[config.mk]
export PLATFORM = sky130hd
export DESIGN_NAME = sample_fetch_scheduler
export DESIGN_NICKNAME = d
export VERILOG_FILES = /design/src/rtl/sample_fetch_scheduler.sv
export SDC_FILE = /design/constraint.sdc
export NUM_CORES = 1
export LEC_CHECK = 0
export CAP_MARGIN = 10
export CORE_MARGIN = 2
export CORE_UTILIZATION = 48
export DETAILED_ROUTE_END_ITERATION = 12
export MAX_ROUTING_LAYER = met4
export PLACE_DENSITY = 0.76
export RECOVER_POWER = 100
export SLEW_MARGIN = 20
export SYNTH_ARGS = -nofsm -noshare
export SYNTH_HDL_FRONTEND = slang
export SYNTH_SLANG_ARGS = --single-unit
[constraint.sdc]
create_clock -name outclk -period 2.3 [get_ports outclk]
set_input_delay 0.23 -clock outclk [delete_from_list [all_inputs] [get_ports outclk]]
set_output_delay 0.23 -clock outclk [all_outputs]
set_load 0.02 [all_outputs]
[src/rtl/sample_fetch_scheduler.sv]
// Sample-rate driven flash fetch sequencer: one 32-bit flash word per two ticks,
// emitting its 16-bit halves in play-direction order, with restart, wrap and overrun count.
module sample_fetch_scheduler #(
    parameter int                ADDR_W   = 23,
    parameter logic [ADDR_W-1:0] ADDR_MAX = 23'h7FFFF,
    parameter int                OVR_W    = 8
) (
    input  logic              outclk,
    input  logic              rst_n,
    input  logic              sync_tick,
    input  logic              play,
    input  logic              dir,
    input  logic              restart,
    output logic              mem_req,
    output logic [ADDR_W-1:0] mem_addr,
    input  logic              mem_ack,
    input  logic [31:0]       mem_data,
    output logic [15:0]       sample_out,
    output logic              sample_valid,
    output logic [OVR_W-1:0]  overrun_cnt
);

    typedef enum logic [1:0] {S_IDLE, S_FETCH, S_EMIT} state_t;

    state_t            r_state;
    state_t            w_state_next;
    logic              r_tick_d;
    logic              r_half_sel;
    logic              r_word_dir;
    logic              r_restart_pend;
    logic [31:0]       r_word_q;
    logic [ADDR_W-1:0] r_addr;
    logic [15:0]       r_sample;
    logic              r_sample_valid;
    logic [OVR_W-1:0]  r_overrun;

    logic              w_tick_evt;
    logic              w_run_tick;
    logic              w_restart_any;
    logic [ADDR_W-1:0] w_restart_addr;
    logic [ADDR_W-1:0] w_addr_step;
    logic [15:0]       w_second_half;
    logic [15:0]       w_ack_first_half;

    assign w_tick_evt     = sync_tick & ~r_tick_d;
    assign w_run_tick     = w_tick_evt & play;
    assign w_restart_any  = restart | r_restart_pend;
    assign w_restart_addr = dir ? ADDR_MAX : '0;

    // The address step follows the live dir input, not the direction the word was fetched in.
    assign w_addr_step = dir ? ((r_addr == '0) ? ADDR_MAX : r_addr - 1'b1)
                             : ((r_addr == ADDR_MAX) ? '0 : r_addr + 1'b1);

    assign w_second_half    = r_word_dir ? r_word_q[15:0] : r_word_q[31:16];
    assign w_ack_first_half = r_word_dir ? mem_data[31:16] : mem_data[15:0];

    always_ff @(posedge outclk or negedge rst_n) begin
        if (!rst_n) begin
            r_state <= S_IDLE;
        end else begin
            r_state <= w_state_next;
        end
    end

    always_comb begin
        w_state_next = r_state;
        case (r_state)
            S_IDLE: begin
                if (!w_restart_any && w_run_tick && !r_half_sel) begin
                    w_state_next = S_FETCH;
                end
            end
            S_FETCH: begin
                if (mem_ack) begin
                    w_state_next = w_restart_any ? S_IDLE : S_EMIT;
                end
            end
            S_EMIT:  w_state_next = S_IDLE;
            default: w_state_next = S_IDLE;
        endcase
    end

    always_comb begin
        mem_req      = (r_state == S_FETCH);
        mem_addr     = r_addr;
        sample_out   = r_sample;
        sample_valid = r_sample_valid;
        overrun_cnt  = r_overrun;
    end

    always_ff @(posedge outclk or negedge rst_n) begin
        if (!rst_n) begin
            r_tick_d       <= 1'b1;
            r_half_sel     <= 1'b0;
            r_word_dir     <= 1'b0;
            r_restart_pend <= 1'b0;
            r_word_q       <= '0;
            r_addr         <= '0;
            r_sample       <= '0;
            r_sample_valid <= 1'b0;
            r_overrun      <= '0;
        end else begin
            r_tick_d       <= sync_tick;
            r_sample_valid <= 1'b0;

            if (r_state != S_IDLE && w_run_tick && r_overrun != {OVR_W{1'b1}}) begin
                r_overrun <= r_overrun + 1'b1;
            end

            case (r_state)
                S_IDLE: begin
                    if (w_restart_any) begin
                        r_addr         <= w_restart_addr;
                        r_half_sel     <= 1'b0;
                        r_restart_pend <= 1'b0;
                    end else if (w_run_tick) begin
                        if (!r_half_sel) begin
                            r_word_dir <= dir;
                        end else begin
                            r_sample       <= w_second_half;
                            r_sample_valid <= 1'b1;
                            r_half_sel     <= 1'b0;
                            r_addr         <= w_addr_step;
                        end
                    end
                end
                S_FETCH: begin
                    if (mem_ack) begin
                        if (w_restart_any) begin
                            r_addr         <= w_restart_addr;
                            r_half_sel     <= 1'b0;
                            r_restart_pend <= 1'b0;
                        end else begin
                            // First half goes out on the ack edge so it is valid during EMIT.
                            r_word_q       <= mem_data;
                            r_sample       <= w_ack_first_half;
                            r_sample_valid <= 1'b1;
                        end
                    end else if (restart) begin
                        r_restart_pend <= 1'b1;
                    end
                end
                S_EMIT: begin
                    r_half_sel <= 1'b1;
                    if (restart) begin
                        r_restart_pend <= 1'b1;
                    end
                end
                default: ;
            endcase
        end
    end

endmodule

==> impl_metrics.json, run 1 <==
{
  "status": "finished, final reports clean",
  "rsz0062_at_grt": "no",
  "drive_gt1_share_pct": 26.2,
  "cts_root_buf": "clkbuf_8",
  "hold_viol": 0,
  "antenna_found_initial": 0,
  "grt_max_degree": 57,
  "p_int_mw": 5.00,
  "synth_cell_types": 66,
  "fmax_ghz": 0.452,
  "seq_power_share_pct": 32.8,
  "start_util_pct": 49.5,
  "areaGrowthSynthToFinish_pct": 30.6,
  "grt_pass1_vias": 4522,
  "p_leak_nw": 2.79,
  "start_kind": "register",
  "switching_power_mw": 3.47,
  "cts_buffers": 9,
  "fin_worst_skew_ps": 13.4,
  "path_class": "register to register",
  "fin_area_um2": 6680,
  "cts.sinks": 86,
  "max_slew_margin_pct": 46.9,
  "critical_path_arrival_ps": 2510,
  "syn_inst": 474,
  "yosys-top-cells-count": "dfrtp_1, mux2_2, nand2_1",
  "grt_pass1_wl_um": 22300,
  "globalRouteTotalUtil_pct": 25.4,
  "dp.cells": 726,
  "hpwl_um": 9870,
  "grt-ovfl-total": 0,
  "p_sw_share_pct": 41.0,
  "gp_congestion": 0.959,
  "yosysWarningCount": 0,
  "setup_viol": 0,
  "postRouteAntennaNets": 0,
  "postSynthAreaPerCell_um2": 10.8,
  "cp-startpoint": "r_state[1]",
  "p_comb_share_pct": 54.0,
  "n_antenna_cell": 0,
  "final_nets": 649,
  "ys_ff_latch": 86,
  "route.detailed.drc": 0,
  "r2r_start": "r_state[1]",
  "yosysSeqAreaShare_pct": 42.1,
  "fin_crit_ps": 2210,
  "async_reset_ff_share_pct": 100,
  "die-width_um": 107,
  "drv_slew": 0,
  "drv_cap": 0,
  "synthTopCellsByArea": "dfrtp_1, mux2_2, mux4_2",
  "core_region_area_um2": 10300,
  "die-area_um2": 11500,
  "setup_tns_ps": 0,
  "yosys.area.top_type_share_pct": 41.6,
  "fin_ws_ps": 88.6,
  "syn_area_um2": 5110,
  "vias_per_cell": 5.94,
  "routed_wl_um": 13400,
  "synth_top_cell_by_area": "dfrtp_1",
  "end_kind": "register",
  "cts_max_path_buffers": 2,
  "synthMostInstantiatedCell": "dfrtp_1",
  "final_util_pct": 64.7,
  "pwr-share-clk_pct": 13.2,
  "ys.flop_type": "dfrtp_1",
  "p_per_area_nw_per_um2": 1270,
  "worstPathRequired_ps": 2600,
  "vias": 4416,
  "synth_edf_count": 0,
  "hp-start": "sync_tick",
  "fin_crit_sh_pct": 96.1,
  "rows": 37,
  "syn_nets": 521,
  "path_max_fanout": 11,
  "cts_htree_levels": 3,
  "fp.dieH_um": 107,
  "dr.pass1.iters": 5,
  "port_buffers": 87,
  "holdWs_ps": 418,
  "cts_tree": "done",
  "ios": 88,
  "tightest_slew_ps": 797,
  "cts_setup_buffers": 0,
  "placed_area_um2": 6510,
  "place_ws_ps": 48.9,
  "clk_pin_slew_ps": 100,
  "ir_drop_uv": 722,
  "dr.first_iter.drc_count": 324,
  "wl_per_cell_um": 18.0,
  "clock_latency_ps": 360,
  "power_mw": 8.47,
  "hold_path.class": "primary input to register",
  "layoutNonFillerInstCount": 743
}
[metal layers]
metal | global-route usage [%] | routed length, um | share of wire, % | vias up
met1 | 34.2 | 5630 | 42 | 2206
met3 | 4.01 | 750 | 5.6 | 19
li1 | - | - | - | 2022
met4 | 8.35 | 227 | 1.7 | 0
met2 | 39.6 | 6740 | 50 | 169
met5 | - | 0 | 0 | -
[registers in the layout, summed over array words and instances, names as in the netlist]
register / flops
r_restart_pend: 1
sample_out: 16
r_state: 2
r_word_q: 32
mem_addr: 23
r_tick_d: 1
overrun_cnt: 8
sample_valid: 1
r_word_dir: 1
r_half_sel: 1
[power by group through the flow]
stage | sequential, mW | combinational [mW] | clock, mW
global placement | 2.75 | 4.58 | 0
global route | 2.87 | 4.95 | 1.23
floorplan | 2.95 | 2.70 | 0
detailed placement | 2.80 | 4.71 | 0
CTS | 2.77 | 4.73 | 1.15
finish | 2.78 | 4.57 | 1.12
[placed cells by master (no fill, tap or decap), types with 8 or more instances in the layout]
cell	count
a21oi_1	20
buf_4	49
clkbuf_8	9
clkdlybuf4s50_1	38
dfrtp_1	85
dlygate4sd3_1	49
mux2_2	51
mux4_2	16
nand2_1	31
nand3_1	19
nand4_1	12
nor2_1	29
nor3_1	13
o21ai_0	24
xnor2_1	8
xor2_1	19
[logic make-up after synthesis]
group | share of synthesized area, %
and+or+nand+nor | 16.8
AOI/OAI and AO/OA | 12.1
DFF | 42.1
muxes | 18.3
buffers and inverters | 4.04
xor gates and xnor gates | 4.63
adders and majority gates | 1.96
[worst max-delay path, stage by stage, from the launching register on]
cell	delay (ps)
dfrtp_1	390
inv_1	90
ha_2	210
or3_1	350
or2_0	240
a21o_2	280
or4_1	490
nand3_1	100
[layout make-up]
cell class                 count  area [um^2]
tap                          136          170
clock inverter                 7         85.1
clock buffer                   9          124
inverter                       7         26.3
sequential                    86         2150
fill                         823         3650
multi-input combinational    348         2760
timing repair buffer         150         1360
[path summary, 6_finish.rpt]
path | end | slack (ps) | cells past startpoint
max | mem_addr[6] | 90 | 7
min | r_tick_d | 420 | 2
max reg2reg | mem_addr[6] | 90 | 7
min reg2reg | overrun_cnt[6] | 490 | 1
max in group asynchronous | mem_addr[21] | 480 | 3
min in group asynchronous | overrun_cnt[3] | 470 | 2
[repair_timing]
item,4_1_cts,5_1_grt
endpoints found under the setup margin,0,6
hold endpoints to repair,29,0
hold buffers,1,0
gates resized for setup,0,3
Note: power is estimated with default switching activity, not from simulation.
==> inputs of run 2 (changes only) <==
--- a/config.mk
+++ b/config.mk
@@ -5,9 +5,10 @@
 export SDC_FILE = /design/constraint.sdc
 export NUM_CORES = 1
 export LEC_CHECK = 0
-export CAP_MARGIN = 10
+export CAP_MARGIN = 20
 export CORE_MARGIN = 2
 export CORE_UTILIZATION = 48
+export CTS_CLUSTER_SIZE = 14
 export DETAILED_ROUTE_END_ITERATION = 12
 export MAX_ROUTING_LAYER = met4
 export PLACE_DENSITY = 0.76
==> results of run 2 <==
No change in the layout: final DEF, timing and power equal those of run 1.
==> inputs of run 3 (changes only) <==
--- a/config.mk
+++ b/config.mk
@@ -7,11 +7,10 @@
 export LEC_CHECK = 0
 export CAP_MARGIN = 20
 export CORE_MARGIN = 2
-export CORE_UTILIZATION = 48
+export CORE_UTILIZATION = 29
 export CTS_CLUSTER_SIZE = 14
 export DETAILED_ROUTE_END_ITERATION = 12
 export MAX_ROUTING_LAYER = met4
-export PLACE_DENSITY = 0.76
 export RECOVER_POWER = 100
 export SLEW_MARGIN = 20
 export SYNTH_ARGS = -nofsm -noshare
==> impl_metrics.json, run 3 (synthesized netlist as in run 1, its figures left out) <==
{
  "route.detailed.drc": 0,
  "drive_gt1_share_pct": 25.7,
  "regToRegSetupSlack_ps": 130,
  "grt_pass1_wl_um": 23200,
  "setup_viol": 0,
  "die-area_um2": 18700,
  "power_mw": 8.97,
  "max_slew_margin_pct": -10.1,
  "critical_path_arrival_ps": 2430,
  "path_max_fanout": 8,
  "final_cell_mix": "dfrtp_1, buf_4, mux2_2",
  "wl_per_cell_um": 16.8,
  "fin_crit_ps": 2170,
  "fin_worst_skew_ps": 7.99,
  "clk_pin_slew_ps": 70,
  "tightest_slew_ps": 1650,
  "clock_latency_ps": 350,
  "cts_max_path_buffers": 2,
  "hold_viol": 0,
  "drv_slew": 27,
  "regArea_um2": 2150,
  "areaGrowthSynthToFinish_pct": 35.2,
  "worstPathRequired_ps": 2560,
  "p_per_area_nw_per_um2": 1300,
  "gp_congestion": 0.883,
  "routed_wl_um": 14000,
  "fill_cells": 1687,
  "port_buffers": 87,
  "start_kind": "register",
  "n_antenna_cell": 0,
  "hp-start": "overrun_cnt[7]",
  "drv_cap": 1,
  "grt_max_degree": 61,
  "fp.dieH_um": 137,
  "r2r_start": "mem_addr[8]",
  "largest_reg_flops": 32,
  "cts_tree": "done",
  "cts_htree_levels": 3,
  "cts_buffers": 9,
  "hpwl_um": 10300,
  "hold_path.class": "register to register",
  "status": "finished, violations left",
  "postRouteAntennaNets": 0,
  "p_leak_nw": 2.86,
  "dr.first_iter.drc_count": 236,
  "fmax_ghz": 0.461,
  "rows": 48,
  "path_buf_inv": 2,
  "grt_pass1_vias": 4569,
  "cp-startpoint": "mem_addr[8]",
  "start_util_pct": 29.7,
  "setup_tns_ps": 0,
  "dr.pass1.iters": 5,
  "cts_root_buf": "clkbuf_16",
  "vias": 4401,
  "critPathSlowestCell": "dfrtp_1",
  "grt-ovfl-total": 0,
  "crit_path_cell_trace": "nor4_1, buf_4, nand4b_1, o21ai_1, clkbuf_1, a21oi_1, o22ai_1",
  "core_region_area_um2": 17200,
  "antenna_found_initial": 0,
  "rsz0062_at_grt": "no",
  "globalRouteTotalUtil_pct": 16.2,
  "violations": "max-capacitance violations, max-slew violations",
  "cts.sinks": 86,
  "fin_crit_sh_pct": 94.3,
  "crit_family": "compound AO/OA/AOI/OAI gates",
  "final_nets": 653,
  "vias_per_cell": 5.27,
  "layout_commonest_cell": "dfrtp_1",
  "regMostFlops": "r_word_q",
  "end_kind": "register",
  "die-width_um": 137,
  "multi_input_area_um2": 2750,
  "max_stage_delay_ps": 470,
  "ir_drop_uv": 522,
  "path_class": "register to register",
  "ios": 88
}
## run 3: cell count changes in the layout (fill, tap and decap cells not counted), moves of 2 or more
cell             before  now
clkbuf_4              4    1
clkbuf_2              3    1
clkbuf_16             0    9
buf_4                49   54
clkdlybuf4s50_1      38   36
clkbuf_1              4    8
clkbuf_8              9    1
## run 3: worst paths after layout
check	end	depth (start not counted)
setup reg to reg	mem_addr[0]	7
min in group asynchronous	mem_addr[15]	2
hold / removal	overrun_cnt[7]	1
setup / recovery	mem_addr[0]	7
hold reg to reg	overrun_cnt[7]	1
max in group asynchronous	r_tick_d	3
## run 3: what timing repair did
item | CTS | global route
endpoints found under the hold margin | 26 | 0
hold buffers | 1 | 0
resized for setup | 2 | 5
endpoints found under the setup margin | 1 | 12
buffers inserted | 0 | 1
## run 3: per-layer routing
metal / part of all wire, % / global-route usage [%] / vias to the layer above
met4: 1.5 / 5.84 / 0
met1: 44 / 20.1 / 2182
met2: 47 / 25.9 / 160
met5: 0 / - / -
li1: - / - / 2037
met3: 7.5 / 3.70 / 22
## run 3: area by class of cell
class	count	area share [%]
clock buffers	10	3.46
flip-flops and latches	86	31.1
inverters	7	0.380
repair buffers	154	19.9
multi-input cells	348	39.8
well taps	225	4.07
clock inverters	5	1.19
## run 3: stage by stage
step	util (%)	instances	setup WS, ps	hold WS, ps	instance area [um^2]
floorplan	-	474	47.4	-65.6	5110
global placement	38.4	818	70.3	184	6620
detailed placement	38.4	818	46.7	184	6620
CTS	40.3	834	0.386	363	6950
global route	40.1	835	8.62	512	6910
finish	40.1	835	132	486	6910
## run 3: report_power, final
group / internal (mW) / leakage [nW] / switching (mW)
combinational: 2.31 / 1.64 / 2.35
clock: 0.980 / 0.159 / 0.632
sequential: 2.17 / 1.06 / 0.524
